==> config.mk <==
export PLATFORM = sky130hd
export DESIGN_NAME = mem_dump_reader
export DESIGN_NICKNAME = d
export VERILOG_FILES = /design/src/rtl/mem_dump_pkg.sv /design/src/rtl/word_byte_serializer.sv /design/src/rtl/mem_dump_reader.sv
export SDC_FILE = /design/constraint.sdc
export NUM_CORES = 1
export LEC_CHECK = 0
export CAP_MARGIN = 20
export CORE_AREA = 2 2 89 91
export DETAILED_ROUTE_END_ITERATION = 10
export DIE_AREA = 0 0 91 93
export GPL_TIMING_DRIVEN = 1
export PLACE_DENSITY = 0.69
export SKIP_CTS_REPAIR_TIMING = 1
export SLEW_MARGIN = 20
export SYNTH_ARGS = -nofsm -noshare
export SYNTH_HDL_FRONTEND = slang
export SYNTH_HIERARCHICAL = 1
export SYNTH_SLANG_ARGS = --single-unit
==> constraint.sdc <==
create_clock -name clk -period 2.7 [get_ports clk]
set_clock_uncertainty 0.05 [all_clocks]
set_input_delay 0.27 -clock clk [delete_from_list [all_inputs] [get_ports clk]]
set_output_delay 0.27 -clock clk [all_outputs]
set_load 0.005 [all_outputs]
==> src/rtl/mem_dump_pkg.sv <==
// Shared types and constants for the memory-dump engine.
// MEM_DUMP_ADDR_HDR_EN adds a one-byte address header in front of every word.
package mem_dump_pkg;

    typedef enum logic [2:0] {
        StIdle,
        StRead,
        StWait,
        StSend,
        StDone
    } dump_state_e;

    localparam int unsigned BYTES_PER_WORD = 4;

`ifdef MEM_DUMP_ADDR_HDR_EN
    localparam int unsigned HDR_BYTES = 1;
`else
    localparam int unsigned HDR_BYTES = 0;
`endif

    localparam int unsigned BYTES_TOTAL = BYTES_PER_WORD + HDR_BYTES;

endpackage

==> src/rtl/word_byte_serializer.sv <==
// Loads one 32-bit word (plus optional header byte) and shifts it out MSB-first, one byte per
// valid/ready handshake. Honours MEM_DUMP_ADDR_HDR_EN for the header byte.
module word_byte_serializer
    import mem_dump_pkg::*;
(
    input  logic        clk,
    input  logic        rst_,
    input  logic        load,
    input  logic [31:0] word,
`ifdef MEM_DUMP_ADDR_HDR_EN
    input  logic [7:0]  hdr,
`endif
    input  logic        last_word,
    input  logic        out_ready,
    output logic        out_valid,
    output logic [7:0]  out_data,
    output logic        out_last,
    output logic        word_done
);

    localparam int unsigned ShW = 8 * BYTES_TOTAL;

    logic [ShW-1:0] shreg_q, shreg_d;
    logic [2:0]     cnt_q, cnt_d;
    logic           last_word_q, last_word_d;
    logic           hs;

    // cnt_q holds the number of bytes still to send; zero means nothing is presented.
    assign out_valid = (cnt_q != 3'd0);
    assign hs        = out_valid && out_ready;
    assign out_data  = out_valid ? shreg_q[ShW-1 -: 8] : 8'h00;
    assign out_last  = out_valid && last_word_q && (cnt_q == 3'd1);
    assign word_done = hs && (cnt_q == 3'd1);

    always_comb begin
        shreg_d     = shreg_q;
        cnt_d       = cnt_q;
        last_word_d = last_word_q;
        if (load) begin
`ifdef MEM_DUMP_ADDR_HDR_EN
            shreg_d = {hdr, word};
`else
            shreg_d = word;
`endif
            cnt_d       = 3'(BYTES_TOTAL);
            last_word_d = last_word;
        end else if (hs) begin
            shreg_d = shreg_q << 8;
            cnt_d   = cnt_q - 3'd1;
        end
    end

    always_ff @(posedge clk) begin
        if (rst_) begin
            shreg_q     <= '0;
            cnt_q       <= 3'd0;
            last_word_q <= 1'b0;
        end else begin
            shreg_q     <= shreg_d;
            cnt_q       <= cnt_d;
            last_word_q <= last_word_d;
        end
    end

endmodule

==> src/rtl/mem_dump_reader.sv <==
// Streams a contiguous, possibly wrapping, word range from a synchronous-read memory as bytes.
// MEM_DUMP_ADDR_HDR_EN prefixes each word with its address as a header byte.
module mem_dump_reader
    import mem_dump_pkg::*;
#(
    parameter int unsigned ADDR_W = 7,
    parameter int unsigned DATA_W = 32
) (
    input  logic              clk,
    input  logic              rst_,
    input  logic              start_i,
    input  logic [ADDR_W-1:0] base_addr,
    input  logic [ADDR_W-1:0] last_addr,
    output logic              mem_rd_en,
    output logic [ADDR_W-1:0] mem_addr,
    input  logic [DATA_W-1:0] mem_rdata,
    output logic              out_valid,
    input  logic              out_ready,
    output logic [7:0]        out_data,
    output logic              out_last,
    output logic              busy,
    output logic              done
);

    if (DATA_W != 32) begin : g_bad_data_w
        $error("mem_dump_reader: DATA_W must be 32");
    end

`ifdef MEM_DUMP_ADDR_HDR_EN
    if (ADDR_W > 8) begin : g_bad_addr_w
        $error("mem_dump_reader: ADDR_W must be <= 8 with the address header enabled");
    end
`endif

    dump_state_e       state_q, state_d;
    logic [ADDR_W-1:0] cur_q, cur_d;
    logic [ADDR_W-1:0] end_q, end_d;
    logic              ser_load;
    logic              word_done;

    always_comb begin
        state_d  = state_q;
        cur_d    = cur_q;
        end_d    = end_q;
        ser_load = 1'b0;
        unique case (state_q)
            StIdle: begin
                if (start_i) begin
                    cur_d   = base_addr;
                    end_d   = last_addr;
                    state_d = StRead;
                end
            end
            StRead: state_d = StWait;
            StWait: begin
                ser_load = 1'b1;
                state_d  = StSend;
            end
            StSend: begin
                if (word_done) begin
                    if (cur_q == end_q) begin
                        state_d = StDone;
                    end else begin
                        // Natural ADDR_W overflow gives the wrap through the top of memory.
                        cur_d   = cur_q + 1'b1;
                        state_d = StRead;
                    end
                end
            end
            StDone:  state_d = StIdle;
            default: state_d = StIdle;
        endcase
    end

    assign mem_rd_en = (state_q == StRead);
    assign mem_addr  = (state_q == StRead) ? cur_q : '0;
    assign busy      = (state_q == StRead) || (state_q == StWait) || (state_q == StSend);
    assign done      = (state_q == StDone);

    always_ff @(posedge clk) begin
        if (rst_) begin
            state_q <= StIdle;
            cur_q   <= '0;
            end_q   <= '0;
        end else begin
            state_q <= state_d;
            cur_q   <= cur_d;
            end_q   <= end_d;
        end
    end

    word_byte_serializer u_ser (
        .clk       (clk),
        .rst_      (rst_),
        .load      (ser_load),
        .word      (mem_rdata),
`ifdef MEM_DUMP_ADDR_HDR_EN
        .hdr       (8'(cur_q)),
`endif
        .last_word (cur_q == end_q),
        .out_ready (out_ready),
        .out_valid (out_valid),
        .out_data  (out_data),
        .out_last  (out_last),
        .word_done (word_done)
    );

endmodule

---- Word-level counts from Yosys, hierarchy flattened ----
Index checks and enable logic that the tools add are counted.
storage, ports and cells
  flip-flop bits (word level) ............. 53
  input port bits ......................... 50
cells by class
  add/sub/neg operators ................... 2
  equal/unequal tests ..................... 9
  multiplexer cells ....................... 15
  reductions and logical operators ........ 14
operators by type and width
  kind                                                  count
  2-to-1 mux 32 bit                                     2
  2-to-1 mux 7 bit                                      4
  2-to-1 mux 3 bit                                      5
  case mux 7 bit (2 select lines)                       1
  case mux 3 bit (4 select lines)                       1
  2-to-1 mux 8 bit                                      1
  adder 7 x 1 -> 7 bit (second input constant)          1
  equality test 7 bit                                   1
  equality test 3 x 1 -> 1 bit (second input constant)  2
  equality test 3 x 2 -> 1 bit (second input constant)  2
  logical AND 1 bit                                     4
  != test 2 bit (second input constant)                 2
  AND reduction 2 bit                                   2
  AND reduction 4 bit                                   1
  nonzero test 2 bit                                    2
  equality test 3 bit (second input constant)           1
  zero test 3 bit                                       1
  nonzero test 3 bit                                    1
  subtractor 3 x 1 -> 3 bit (second input constant)     1
  logical OR 1 bit                                      2
  != test 2 x 1 -> 1 bit (second input constant)        1
  OR reduction 2 bit                                    1
  2-to-1 mux 1 bit                                      1

---- Logic depth before layout (Yosys ltp) ----
  depth after elaboration ................. 5
  mapped depth ............................ 9
  depth with buffers taken out ............ 8

---- Cells and area by module ----
Netlist, hierarchy kept.
modules (own cells, without submodules)
  module                instances  cells each  area an instance (sq um)  sequential area each (sq um)
  word_byte_serializer  1          217         1939.4                    720.7
  mem_dump_reader       1          121         1018.5                    340.3

---- Worst setup path before layout ----
OpenSTA, ideal clock, no wires.
  path type ............................... register to register
  from .................................... register u_ser.cnt_q[0]
  to ...................................... register cur_q[2]
  setup time .............................. 0.134 ns
  arrival time ............................ 1.696 ns
  path slack .............................. 0.821 ns
  cell stages (with the launch flop) ...... 10
  clock period less this slack ............ 1.879 ns
  cells stage by stage .................... dfxtp_1 -> inv_1 -> ha_1 -> nor4b_1 -> and3_2 -> o21ba_2 -> o21ai_2 -> buf_6 -> o21ai_0 -> a21oi_1
on the way
  longest elaborated chain between the ends .. 5
  elaborated cells between the ends (all ways) .. 6
  classes of those cells .................. eq/ne: 2; reduce/logical: 4
RTL lines
  item                                         RTL line                    text
  from (decl)                                  word_byte_serializer.sv:24  logic [2:0] cnt_q, cnt_d;
  from (signal assigned)                       word_byte_serializer.sv:60  cnt_q <= cnt_d;
  nonzero test 3 bit                           word_byte_serializer.sv:29  assign out_valid = (cnt_q != 3'd0);
  logical AND 1 bit                            word_byte_serializer.sv:30  assign hs = out_valid && out_ready;
  logical AND 1 bit (*)                        word_byte_serializer.sv:33  assign word_done = hs && (cnt_q == 3'd1);
  named net word_done                          mem_dump_reader.sv:39       logic word_done;
  != test 2 x 1 -> 1 bit (no source line) (*)  n/a
  AND reduction 4 bit (no source line) (*)     n/a
  to (signal assigned)                         mem_dump_reader.sv:87       cur_q <= cur_d;
  to (decl)                                    mem_dump_reader.sv:36       logic [ADDR_W-1:0] cur_q, cur_d;
Mark *: on every way through the listed nets, which the timed path passes. The rest lies on a longest branch.
A chain may end at the register's enable or synchronous reset.

---- Worst setup path in the final report ----
  from .................................... register u_ser.cnt_q[0]
  to ...................................... output port out_data[0]
on the way
  longest elaborated chain between the ends .. 2
RTL lines
  item                RTL line                    text
  nonzero test 3 bit  word_byte_serializer.sv:29
  2-to-1 mux 8 bit    word_byte_serializer.sv:31  assign out_data = out_valid ? shreg_q[ShW-1 -: 8] : 8'h00;
  to (decl)           mem_dump_reader.sv:19       output logic [7:0] out_data,
No other way between the ends.

==> reports/qor.csv <==
stage,metric,value,unit
status,status,finished clean,
setup_path,path depth of the worst reg2reg path,8,
timing,time the worst path needs with I/O delays and setup,2421,ps
global_routing,initial antenna violation count,0,
power_and_ir_drop,power density cells,560.8,mW/mm²
timing,max-slew violations,0,
drt,average routed wire per standard cell,14.12,µm
clock_network,deepest clock path buffer count,2,
timing,Total Neg Setup Slack,0,ps
worst_hold_path,Min-Delay Startpoint,u_ser/shreg_q[25]$_SDFFE_PP0P_,
drt,overall via count from detail_route,2574,
synthesis,per-instance average area after synthesis,8.751,µm²
synthesis,post-synthesis register bit count,53,
placed_design,DP HPWL,4.588,mm
global_routing,Tot GR Track Use,16.32,%
clock_network,number of H-tree levels,2,
setup_path,cells traversed along the worst timing path,inv_1 -> ha_1 -> nor2b_4 -> inv_4 -> and2_1 -> clkdlybuf4s50_1,
worst_hold_path,Hold Path Cell Cnt,2,
timing,relative max-transition margin,35.50,%
placed_design,input/output buffers,69,
timing,final hold vios,0,
global_routing,residual overflow from global routing,0,
setup_path,endpoint of the worst-slack reg-to-reg timing path,cur_q[4]$_SDFFE_PP0P_,
setup_path,Crit. End Element,output port,
timing,final period utilization,89.67,%
synthesis,Unique masters post-synth,48,
power_and_ir_drop,largest vdd supply drop,240.1,µV
power_and_ir_drop,LEAKAGE,1.362,nW
power_and_ir_drop,overall power after layout,2.100,mW
synthesis,"Primary FF master, synth",dfxtp_1,
setup_path,critical path buffer and inverter count,3,
clock_network,insertion delay to the later sink of the worst-skew pair,310,ps
synthesis,number of synthesized flops with an enable pin,0,
drt,Initial DRC Count,120,
floorplan,die span in x,91,µm
synthesis,yosys synthesis warning count,6,
timing,setup violation total in the final timing report,0,
floorplan,row count,32,
layout,non-filler instance count after layout,492,
synthesis,sequential-to-total area share from yosys stat,35.87,%
placed_design,number of instances in the placed design,484,
setup_path,Crit. path cell count,6,
worst_hold_path,terminating pin of the worst hold path,u_ser/shreg_q[25]$_SDFFE_PP0P_,
floorplan,initial cell density of the core,39.30,%
drt,average via count per standard cell,5.232,
floorplan,number of primary I/O pins,70,
placed_design,routability congestion estimate,0.7849,
timing,maximum operating frequency,413.0,MHz
placed_design,Placed Instance Area,0.003643,mm²
global_routing,pin count of the biggest net entering global routing,68,
timing,post-layout worst setup margin,278.9,ps
drt,DRT Wirelength,6.946,mm
layout,final core utilization,49.75,%
setup_path,"slowest stage cell, crit path",clkdlybuf4s50_1,
setup_path,kind of cell adding the most delay to the critical path,buffers and inverters,
clock_network,clk slew on worst S/H paths,90,ps
placed_design,worst slack at placement,350.0,ps
synthesis,netlist area before placement,0.002958,mm²
layout,n_diodes,0,
setup_path,required time reported for the critical path endpoint,2380,ps
clock_network,clock tree sinks,53,
worst_hold_path,worst min path class,flop to flop,
setup_path,delay of the slowest cell on the worst path,490,ps
global_routing,first-pass GRT wire length,11.48,mm
drt,number of remaining DRC errors,0,
setup_path,setup slack on the worst flop-to-flop path,470,ps
floorplan,Total Die Area,0.008463,mm²
synthesis,Post-Syn Instances,338,
layout,finished layout cell area,0.003745,mm²
floorplan,vertical die dimension,93,µm
clock_network,TritonCTS clock tree,yes,
setup_path,Worst EP arrival,2100,ps
setup_path,Crit Path Class,flop to output port,
layout,number of nets in the final layout,443,
clock_network,number of clock buffers inserted by TritonCTS,5,
layout,synthesis-to-layout area growth,26.61,%
global_routing,via count of the first global-routing pass,2414,
timing,pin slew with the least headroom to its limit,967.5,ps
synthesis,share of flip-flops with an asynchronous set or reset after synthesis,0,%
drt,Initial DRT Pass Iterations,4,
synthesis,net count after synthesis,392,
drt,final antenna-violating net count,0,
run,number of max-cap violations,0,
clock_network,Clock Root Buffer,clkbuf_8,
timing,minimum hold slack,448.1,ps
setup_path,CP startpoint kind,flop,
timing,unrepaired setup endpoints after global routing,false,
setup_path,startpoint of the lowest-slack register-to-register path,u_ser/cnt_q[0]$_SDFFE_PP0P_,
setup_path,largest fanout on the critical path,36,
layout,share of cells above drive strength 1,14.10,%
floorplan,placeable core region,0.007527,mm²
==> cell families after synthesis <==
kind of cell               after synthesis  share of synthesized area (%)
AOI/OAI and AO/OA                      115                          29.82
xor gates and xnor gates                 7                          2.073
adders and majority gates                4                          1.692
buffers and inverters                   61                          10.66
DFF                                     53                          35.87
muxes                                    9                          3.046
and+or+nand+nor                         89                          16.84
==> cell usage after synthesis (2+ instances only) <==
cell type,number,area [µm²]
a21oi_1,19,95.09
nand2_1,15,56.30
nor2_1,18,67.56
ha_1,4,50.05
or2_2,4,25.02
nor3_1,5,25.02
a221oi_2,21,315.3
xnor2_1,6,52.55
inv_1,28,105.1
nand2b_1,2,12.51
mux2i_1,9,90.09
nand3_1,3,15.01
o21ai_0,25,125.1
a221oi_1,3,26.28
nor2b_1,8,50.05
buf_4,3,22.52
a31oi_1,24,150.1
dfxtp_1,53,1061
o21ai_1,12,60.06
clkbuf_1,11,41.29
buf_2,9,45.04
nor4_1,2,12.51
o32ai_1,2,17.52
and2_1,16,100.1
nor3b_1,4,30.03
buf_6,8,90.09
nor4b_1,2,17.52
nand3b_1,2,15.01
==> per-layer routing <==
metal  up-vias  GRT usage [%]  share of wire, %
li1       1302              -                 -
met1      1196          23.29                48
met2        66          25.19                46
met3        10          2.901               4.2
met4         0          4.924               1.5
met5         -              0                 0
==> worst max-delay path by stage <==
stage / from / end
floorplan: u_ser/cnt_q[0]$_SDFFE_PP0P_ / cur_q[2]$_SDFFE_PP0P_
global placement: out_ready / cur_q[2]$_SDFFE_PP0P_
detailed placement: out_ready / cur_q[4]$_SDFFE_PP0P_
CTS: u_ser/cnt_q[0]$_SDFFE_PP0P_ / out_data[0]
global route: u_ser/cnt_q[0]$_SDFFE_PP0P_ / out_data[0]
finish: u_ser/cnt_q[0]$_SDFFE_PP0P_ / out_data[0]
==> state kept, by name, indices dropped and copies added, names as in the netlist <==
register,cells
end_q,7
u_ser/shreg_q,32
state_q,3
u_ser/cnt_q,3
u_ser/last_word_q,1
cur_q,7
==> placed cells by master (no fill, tap or decap), types with 2 or more instances in the layout <==
master | Yosys | final
and2_1 | 16 | 16
o21ai_0 | 25 | 25
nor4_1 | 2 | 2
o21ai_1 | 12 | 12
nor3_1 | 5 | 5
ha_1 | 4 | 4
nand2_1 | 15 | 15
inv_1 | 28 | 28
a221oi_1 | 3 | 3
nor3b_1 | 4 | 3
nand3_1 | 3 | 3
or2_2 | 4 | 4
a21oi_1 | 19 | 19
buf_4 | 3 | 6
nor2_1 | 18 | 18
nand3b_1 | 2 | 2
o32ai_1 | 2 | 2
nor2b_1 | 8 | 8
a221oi_2 | 21 | 21
nand2b_1 | 2 | 2
a31oi_1 | 24 | 24
mux2i_1 | 9 | 9
clkbuf_8 | 0 | 7
dfxtp_1 | 53 | 53
clkdlybuf4s50_1 | 0 | 68
xnor2_1 | 6 | 6
==> worst reg2reg max path, delay by kind of cell (launching register included) <==
family	cells	cell delay (ps)
and+or+nand+nor	3	980
AOI/OAI and AO/OA	3	450
DFF	1	360
adders and majority gates	1	240
buffers and inverters	1	80
==> power by group <==
group | internal, mW | total [mW] | switching (mW)
combinational | 0.302 | 0.679 | 0.376
sequential | 0.871 | 0.935 | 0.0649
clock | 0.232 | 0.486 | 0.254
total | 1.41 | 2.10 | 0.695
==> cell type report <==
type                       instances  area (µm²)
multi-input combinational        224        1593
sequential                        53        1061
fill                             741        3782
clock buffer                       7       96.34
tap                              102       127.6
timing repair buffer              76       750.7
inverter                          29       111.4
clock inverter                     1       5.005
Note: power is estimated with default switching activity, not from simulation.
